--- config.mk ---
export PLATFORM = sky130hd
export DESIGN_NAME = riscv_wb_stage
export DESIGN_NICKNAME = d
export VERILOG_FILES = /design/src/rtl/riscv_wb_stage_pkg.sv /design/src/rtl/riscv_wb_stage_load_align.sv /design/src/rtl/riscv_wb_stage.sv
export SDC_FILE = /design/constraint.sdc
export NUM_CORES = 1
export LEC_CHECK = 0
export CORE_MARGIN = 8
export CORE_UTILIZATION = 40
export CTS_CLUSTER_SIZE = 28
export DETAILED_ROUTE_END_ITERATION = 16
export PLACE_DENSITY = 0.8
export SLEW_MARGIN = 0
export SYNTH_ARGS = -nofsm -noshare
export SYNTH_HDL_FRONTEND = slang
export SYNTH_SLANG_ARGS = --single-unit
--- constraint.sdc ---
create_clock -name clk -period 3.6 [get_ports clk]
set_input_delay 0.72 -clock clk [delete_from_list [all_inputs] [get_ports clk]]
set_output_delay 0.72 -clock clk [all_outputs]
set_load 0.01 [all_outputs]
--- src/rtl/riscv_wb_stage_pkg.sv ---
// ---------------------------------------------------------------------------
// riscv_constants
// Shared encodings for the kana-riscv write-back stage:
//   wb_sel_t     - result source select (ALU, load data, PC+4, CSR)
//   load_funct_t - RISC-V load funct3 encodings
//   wb_state_t   - write-back stage FSM states
//   effective_load_funct - maps a raw funct3 onto the load actually performed
// ---------------------------------------------------------------------------
package riscv_constants;

    typedef enum logic [1:0] {
        WB_ALU = 2'd0,
        WB_MEM = 2'd1,
        WB_PC  = 2'd2,
        WB_CSR = 2'd3
    } wb_sel_t;

    typedef enum logic [2:0] {
        LB  = 3'b000,
        LH  = 3'b001,
        LW  = 3'b010,
        LD  = 3'b011,
        LBU = 3'b100,
        LHU = 3'b101,
        LWU = 3'b110
    } load_funct_t;

    typedef enum logic {
        IDLE     = 1'b0,
        WAIT_MEM = 1'b1
    } wb_state_t;

    // LD and LWU only exist on a 64-bit datapath; anything not legal for the
    // configured width (including the unused 111 code) behaves as LW.
    function automatic load_funct_t effective_load_funct(input logic [2:0] funct3,
                                                         input logic       wide);
        load_funct_t lf;
        case (funct3)
            3'b000:  lf = LB;
            3'b001:  lf = LH;
            3'b010:  lf = LW;
            3'b100:  lf = LBU;
            3'b101:  lf = LHU;
            3'b011:  lf = wide ? LD  : LW;
            3'b110:  lf = wide ? LWU : LW;
            default: lf = LW;
        endcase
        return lf;
    endfunction

endpackage

--- src/rtl/riscv_wb_stage_load_align.sv ---
// ---------------------------------------------------------------------------
// riscv_load_align
// Combinational load data alignment and extension.
//   mem_rdata  - raw naturally aligned word from memory
//   addr_lo    - byte offset of the load inside that word
//   funct3     - load type
//   load_data  - data shifted down to bit 0 and sign/zero-extended
//   misaligned - access is not naturally aligned for its size
// ---------------------------------------------------------------------------
module riscv_load_align
    import riscv_constants::*;
#(
    parameter  int WORD_LENGTH = 32,
    localparam int AL_W        = $clog2(WORD_LENGTH / 8)
) (
    input  logic [WORD_LENGTH-1:0] mem_rdata,
    input  logic [AL_W-1:0]        addr_lo,
    input  logic [2:0]             funct3,
    output logic [WORD_LENGTH-1:0] load_data,
    output logic                   misaligned
);

    load_funct_t            lf;
    logic [WORD_LENGTH-1:0] shifted;

    always_comb begin
        lf         = effective_load_funct(funct3, WORD_LENGTH == 64);
        shifted    = mem_rdata >> {addr_lo, 3'b000};
        load_data  = shifted;
        misaligned = 1'b0;
        // Size casts of signed slices give sign extension, unsigned ones zero.
        case (lf)
            LB:  load_data = WORD_LENGTH'($signed(shifted[7:0]));
            LBU: load_data = WORD_LENGTH'(shifted[7:0]);
            LH: begin
                load_data  = WORD_LENGTH'($signed(shifted[15:0]));
                misaligned = addr_lo[0];
            end
            LHU: begin
                load_data  = WORD_LENGTH'(shifted[15:0]);
                misaligned = addr_lo[0];
            end
            LW: begin
                load_data  = WORD_LENGTH'($signed(shifted[31:0]));
                misaligned = |addr_lo[1:0];
            end
            LWU: begin
                load_data  = WORD_LENGTH'(shifted[31:0]);
                misaligned = |addr_lo[1:0];
            end
            LD: begin
                load_data  = shifted;
                misaligned = |addr_lo;
            end
            default: load_data = shifted;
        endcase
    end

endmodule

--- src/rtl/riscv_wb_stage.sv ---
// ---------------------------------------------------------------------------
// riscv_wb_stage
// Registered write-back stage: takes one instruction per handshake, picks its
// result (ALU / CSR / PC+4 / load data), waits for variable-latency load data
// when needed and produces a one-cycle register-file write.
//   clk, rst          - clock, asynchronous active-high reset
//   in_valid/in_ready - upstream handshake; flush drops input / kills a load
//   wb_sel, load_funct3, addr_lo, alu_out, csr_rdata, pc_plus4,
//   rd_addr, rd_we    - instruction fields from the memory stage
//   mem_rvalid, mem_rdata - load response
//   rf_we, rf_waddr, rf_wdata - registered write port / forwarding bus
//   load_misaligned   - registered one-cycle exception pulse
//   busy              - a load is outstanding
// ---------------------------------------------------------------------------
module riscv_wb_stage
    import riscv_constants::*;
#(
    parameter  int WORD_LENGTH = 32,
    localparam int AL_W        = $clog2(WORD_LENGTH / 8)
) (
    input  logic                   clk,
    input  logic                   rst,
    input  logic                   in_valid,
    output logic                   in_ready,
    input  logic                   flush,
    input  logic [1:0]             wb_sel,
    input  logic [2:0]             load_funct3,
    input  logic [AL_W-1:0]        addr_lo,
    input  logic [WORD_LENGTH-1:0] alu_out,
    input  logic [WORD_LENGTH-1:0] csr_rdata,
    input  logic [WORD_LENGTH-1:0] pc_plus4,
    input  logic [4:0]             rd_addr,
    input  logic                   rd_we,
    input  logic                   mem_rvalid,
    input  logic [WORD_LENGTH-1:0] mem_rdata,
    output logic                   rf_we,
    output logic [4:0]             rf_waddr,
    output logic [WORD_LENGTH-1:0] rf_wdata,
    output logic                   load_misaligned,
    output logic                   busy
);

    wb_state_t              state, next_state;
    logic [4:0]             pend_rd;
    logic                   pend_we;
    logic [2:0]             pend_funct3;
    logic [AL_W-1:0]        pend_addr_lo;

    logic [AL_W-1:0]        align_addr_lo;
    logic [2:0]             align_funct3;
    logic [WORD_LENGTH-1:0] load_data;
    logic                   misaligned;

    logic                   accept;
    logic [WORD_LENGTH-1:0] src_data;
    logic                   next_we;
    logic [4:0]             next_waddr;
    logic [WORD_LENGTH-1:0] next_wdata;
    logic                   next_misaligned;
    logic                   update_result;
    logic                   capture_pending;

    assign in_ready = (state == IDLE);
    assign busy     = (state == WAIT_MEM);
    assign accept   = in_valid & in_ready & ~flush;

    // While waiting, the aligner must see the latched load fields, since the
    // upstream inputs may already belong to the next instruction.
    assign align_addr_lo = (state == WAIT_MEM) ? pend_addr_lo : addr_lo;
    assign align_funct3  = (state == WAIT_MEM) ? pend_funct3  : load_funct3;

    riscv_load_align #(
        .WORD_LENGTH(WORD_LENGTH)
    ) u_load_align (
        .mem_rdata (mem_rdata),
        .addr_lo   (align_addr_lo),
        .funct3    (align_funct3),
        .load_data (load_data),
        .misaligned(misaligned)
    );

    always_comb begin
        case (wb_sel_t'(wb_sel))
            WB_ALU:  src_data = alu_out;
            WB_MEM:  src_data = load_data;
            WB_PC:   src_data = pc_plus4;
            WB_CSR:  src_data = csr_rdata;
            default: src_data = alu_out;
        endcase
    end

    always_comb begin
        next_state      = state;
        next_we         = 1'b0;
        next_waddr      = rd_addr;
        next_wdata      = src_data;
        next_misaligned = 1'b0;
        update_result   = 1'b0;
        capture_pending = 1'b0;
        case (state)
            IDLE: begin
                if (accept) begin
                    if (wb_sel_t'(wb_sel) != WB_MEM) begin
                        update_result = 1'b1;
                        next_we       = rd_we & (rd_addr != 5'd0);
                    end else if (misaligned) begin
                        next_misaligned = 1'b1;
                    end else if (mem_rvalid) begin
                        update_result = 1'b1;
                        next_we       = rd_we & (rd_addr != 5'd0);
                    end else begin
                        capture_pending = 1'b1;
                        next_state      = WAIT_MEM;
                    end
                end
            end
            WAIT_MEM: begin
                // Flush wins over a response arriving in the same cycle.
                if (flush) begin
                    next_state = IDLE;
                end else if (mem_rvalid) begin
                    update_result = 1'b1;
                    next_we       = pend_we & (pend_rd != 5'd0);
                    next_waddr    = pend_rd;
                    next_wdata    = load_data;
                    next_state    = IDLE;
                end
            end
            default: next_state = IDLE;
        endcase
    end

    always_ff @(posedge clk or posedge rst) begin
        if (rst) begin
            state           <= IDLE;
            rf_we           <= 1'b0;
            rf_waddr        <= 5'd0;
            rf_wdata        <= '0;
            load_misaligned <= 1'b0;
            pend_rd         <= 5'd0;
            pend_we         <= 1'b0;
            pend_funct3     <= 3'd0;
            pend_addr_lo    <= '0;
        end else begin
            state           <= next_state;
            rf_we           <= next_we;
            load_misaligned <= next_misaligned;
            // Address and data hold between writes so the forwarding bus
            // keeps showing the last completed result.
            if (update_result) begin
                rf_waddr <= next_waddr;
                rf_wdata <= next_wdata;
            end
            if (capture_pending) begin
                pend_rd      <= rd_addr;
                pend_we      <= rd_we;
                pend_funct3  <= load_funct3;
                pend_addr_lo <= addr_lo;
            end
        end
    end

endmodule

==> results.yml <==
clocking:
  cts_tree: "built"
  cts_buffer_depth: 2
  clock_latency_ns: 0.31
  cts.sinks: 51
  post-cts-setup-buffers: 0
  ctsResizeCount: 0
  numCtsBuffers: 5
  cts_root_buffer: "clkbuf_8"
  ctsHoldBuffers: 0
  clk_pin_slew_ns: 0.10
  htree_num_levels: 2
logic_synthesis:
  yosysWarnings: 0
  syn_area_um2: 3666
  synthAdderAreaFrac: 0
  postSynthNetCount: 577
  async_flop_share: 1.000
  ys_seq_elements: 51
  synth_compound_area_frac: 0.2341
  syn_inst: 431
  yosysSeqAreaShare: 0.3481
  synth_top_family_by_area: "compound AO/OA/AOI/OAI gates"
  postSynthAreaPerCell_um2: 8.506
  synthFlopType: "dfrtp_1"
  synthTopCellsByArea: "dfrtp_1 (35%), mux2i_1 (13%), nand2_1 (7.0%)"
  synth_edf_count: 0
  synth-xor-area-share: 0
  yosys.area_share.simple: 0.1754
  synth_largest_area_cell: "dfrtp_1"
  synth.top_cell.area_share: 0.3481
  synth_mux_area_frac: 0.1898
  yosys.cell_types.count: 45
setup_path:
  crit_slowest_cell: "a311o_2"
  cp_max_fo: 54
  slowest_delay_ns: 0.94
  cp-start-kind: "primary input"
  cp.required_ns: 3.83
  crit_chain: "clkdlybuf4s50_1 -> nor2_1 -> o22ai_1 -> a221oi_2 -> a311o_2 -> nand2_1 -> o22ai_1"
  crit_type: "in -> reg"
  crit_buf_inv: 1
  end_kind: "flip-flop"
  cp_common_cell: "o22ai_1"
  cp_top_family: "compound AO/OA/AOI/OAI gates"
  arrival_ns: 3.13
cells_and_area:
  nets: 745
  diodes: 0
  fin_util: 0.6280
  area_growth_pct: 55.29
  layout_common_cells: "clkdlybuf4s50_1 (185), nand2_1 (68), dfrtp_1 (51), o21ai_0 (50)"
  layout-drive-gt1-share: 0.08000
  final_common_cell: "clkdlybuf4s50_1"
drt:
  wl_met3_um: 1116
  met1_length_um: 5219
  wl_met2_um: 7155
  route.detailed.drc: 0
  top_layer: "met4"
  routedWlPerCell_um: 19.43
  ant_nets: 0
  routed_wl_um: 13810
  vias: 3942
  drtIter0Drc: 221
  first_pass_iters: 6
  via_per_inst: 5.544
floorplanning:
  core_um2: 9065
  start_util: 0.4044
  fp.dieW_um: 111.7
  dieArea_um2: 12480
  die_h_um: 111.7
  rows: 35
  ioPinCount: 187
sta:
  finalSetupViolCount: 0
  setup_ws_ns: 0.7028
  setup-tns-final_ns: 0
  clock_skew_ns: 0.005692
  slew_viol_final: 0
  fin_crit_sh: 0.8048
  fin_crit_ns: 2.897
  rsz0062_at_grt: "false"
  fmax_ghz: 0.3452
  slew_headroom: 0.2833
  hold_viol: 0
  tightest_slew_ns: 1.074
power:
  p_sw_frac: 0.3036
  ir_drop_uv: 201.5
  p_switching_mw: 0.6180
  leakage_nw: 2.337
  p_int_mw: 1.417
  seqPwrFrac: 0.379
  clkPwrFrac: 0.235
  power_density_nw_per_um2: 357.5
  total_power_mw: 2.035
  comb_power_share: 0.386
placement:
  routabilityCongestion: 0.9022
  hpwl_um: 11060
  pre_cts_ws_ns: 0.4346
  port_buffers: 186
hold_path:
  hold_class: "reg -> reg"
global_route:
  grt_usage: 0.2180
  grt-ovfl-total: 0
  grt_pass1_wl_um: 21810
  grt_pass1_vias: 4315
  antenna_found_initial: 0
  grt_max_degree: 55
flow_run:
  cap_violations: 0
outcome:
  outcome: "finished, final reports clean"
==> synthesized netlist by cell type, types with 3 or more instances <==
master,n
buf_2,10
clkbuf_1,16
a21oi_1,24
dfrtp_1,51
a31oi_2,11
a32oi_1,7
nand3_1,9
nand2_1,68
mux2_2,9
o21ai_0,50
buf_4,6
nor2b_1,3
and2_1,4
a22o_1,5
inv_1,3
a22oi_1,10
a31oi_1,6
mux2i_1,47
mux2_1,9
nor2_1,47
o22ai_1,4
==> registers in the layout, indices dropped and copies added (netlist names) <==
register / flops
rf_wdata: 32
rf_we: 1
busy: 1
pend_funct3: 3
pend_we: 1
pend_rd: 5
rf_waddr: 5
pend_addr_lo: 2
load_misaligned: 1
==> per-stage QoR <==
stage / std cells / hold slack, ns / cell area (um2)
floorplan: 431 / 0.4559 / 3666
CTS: 711 / 0.5042 / 5693
finish: 711 / 0.5002 / 5693
detailed placement: 703 / 0.4811 / 5557
global placement: 703 / 0.4726 / 5557
global route: 711 / 0.5148 / 5693
==> logic make-up after synthesis <==
kind of cell | after synthesis
buf+inv | 38
mux | 66
simple gates | 148
compound gates | 128
flops | 51
==> power by group through the flow <==
stage | registers [mW] | logic [mW] | clock network, mW
finish | 0.771 | 0.786 | 0.478
global route | 0.787 | 0.850 | 0.503
CTS | 0.770 | 0.792 | 0.487
detailed placement | 0.779 | 0.786 | 0
global placement | 0.773 | 0.770 | 0
floorplan | 0.810 | 0.298 | 0
==> worst paths after layout <==
check	from	endpoint	slack [ns]	depth (start not counted)
worst max-delay path	load_funct3[1]	rf_wdata[8]	0.70	7
worst min-delay path	pend_we	pend_we	0.50	1
worst max register to register	busy	rf_wdata[8]	0.75	6
worst min register to register	pend_we	pend_we	0.50	1
max in group asynchronous	rst	rf_wdata[4]	1.95	2
min in group asynchronous	rst	pend_addr_lo[0]	1.00	2
==> layer usage <==
layer / track usage / vias up
met5: 0 / -
met4: 0.07110 / 0
met3: 0.05574 / 27
met2: 0.4063 / 169
met1: 0.2336 / 1855
li1: - / 1891
==> cell type report <==
cell class	instances	area, um2
inverter	3	11.26
clock inverter	3	67.56
tap	111	138.9
fill	764	3372
multi-input combinational	342	2198
timing repair buffer	196	1932
sequential	51	1276
clock buffer	5	68.82
Power figures use the tool's default switching activity.
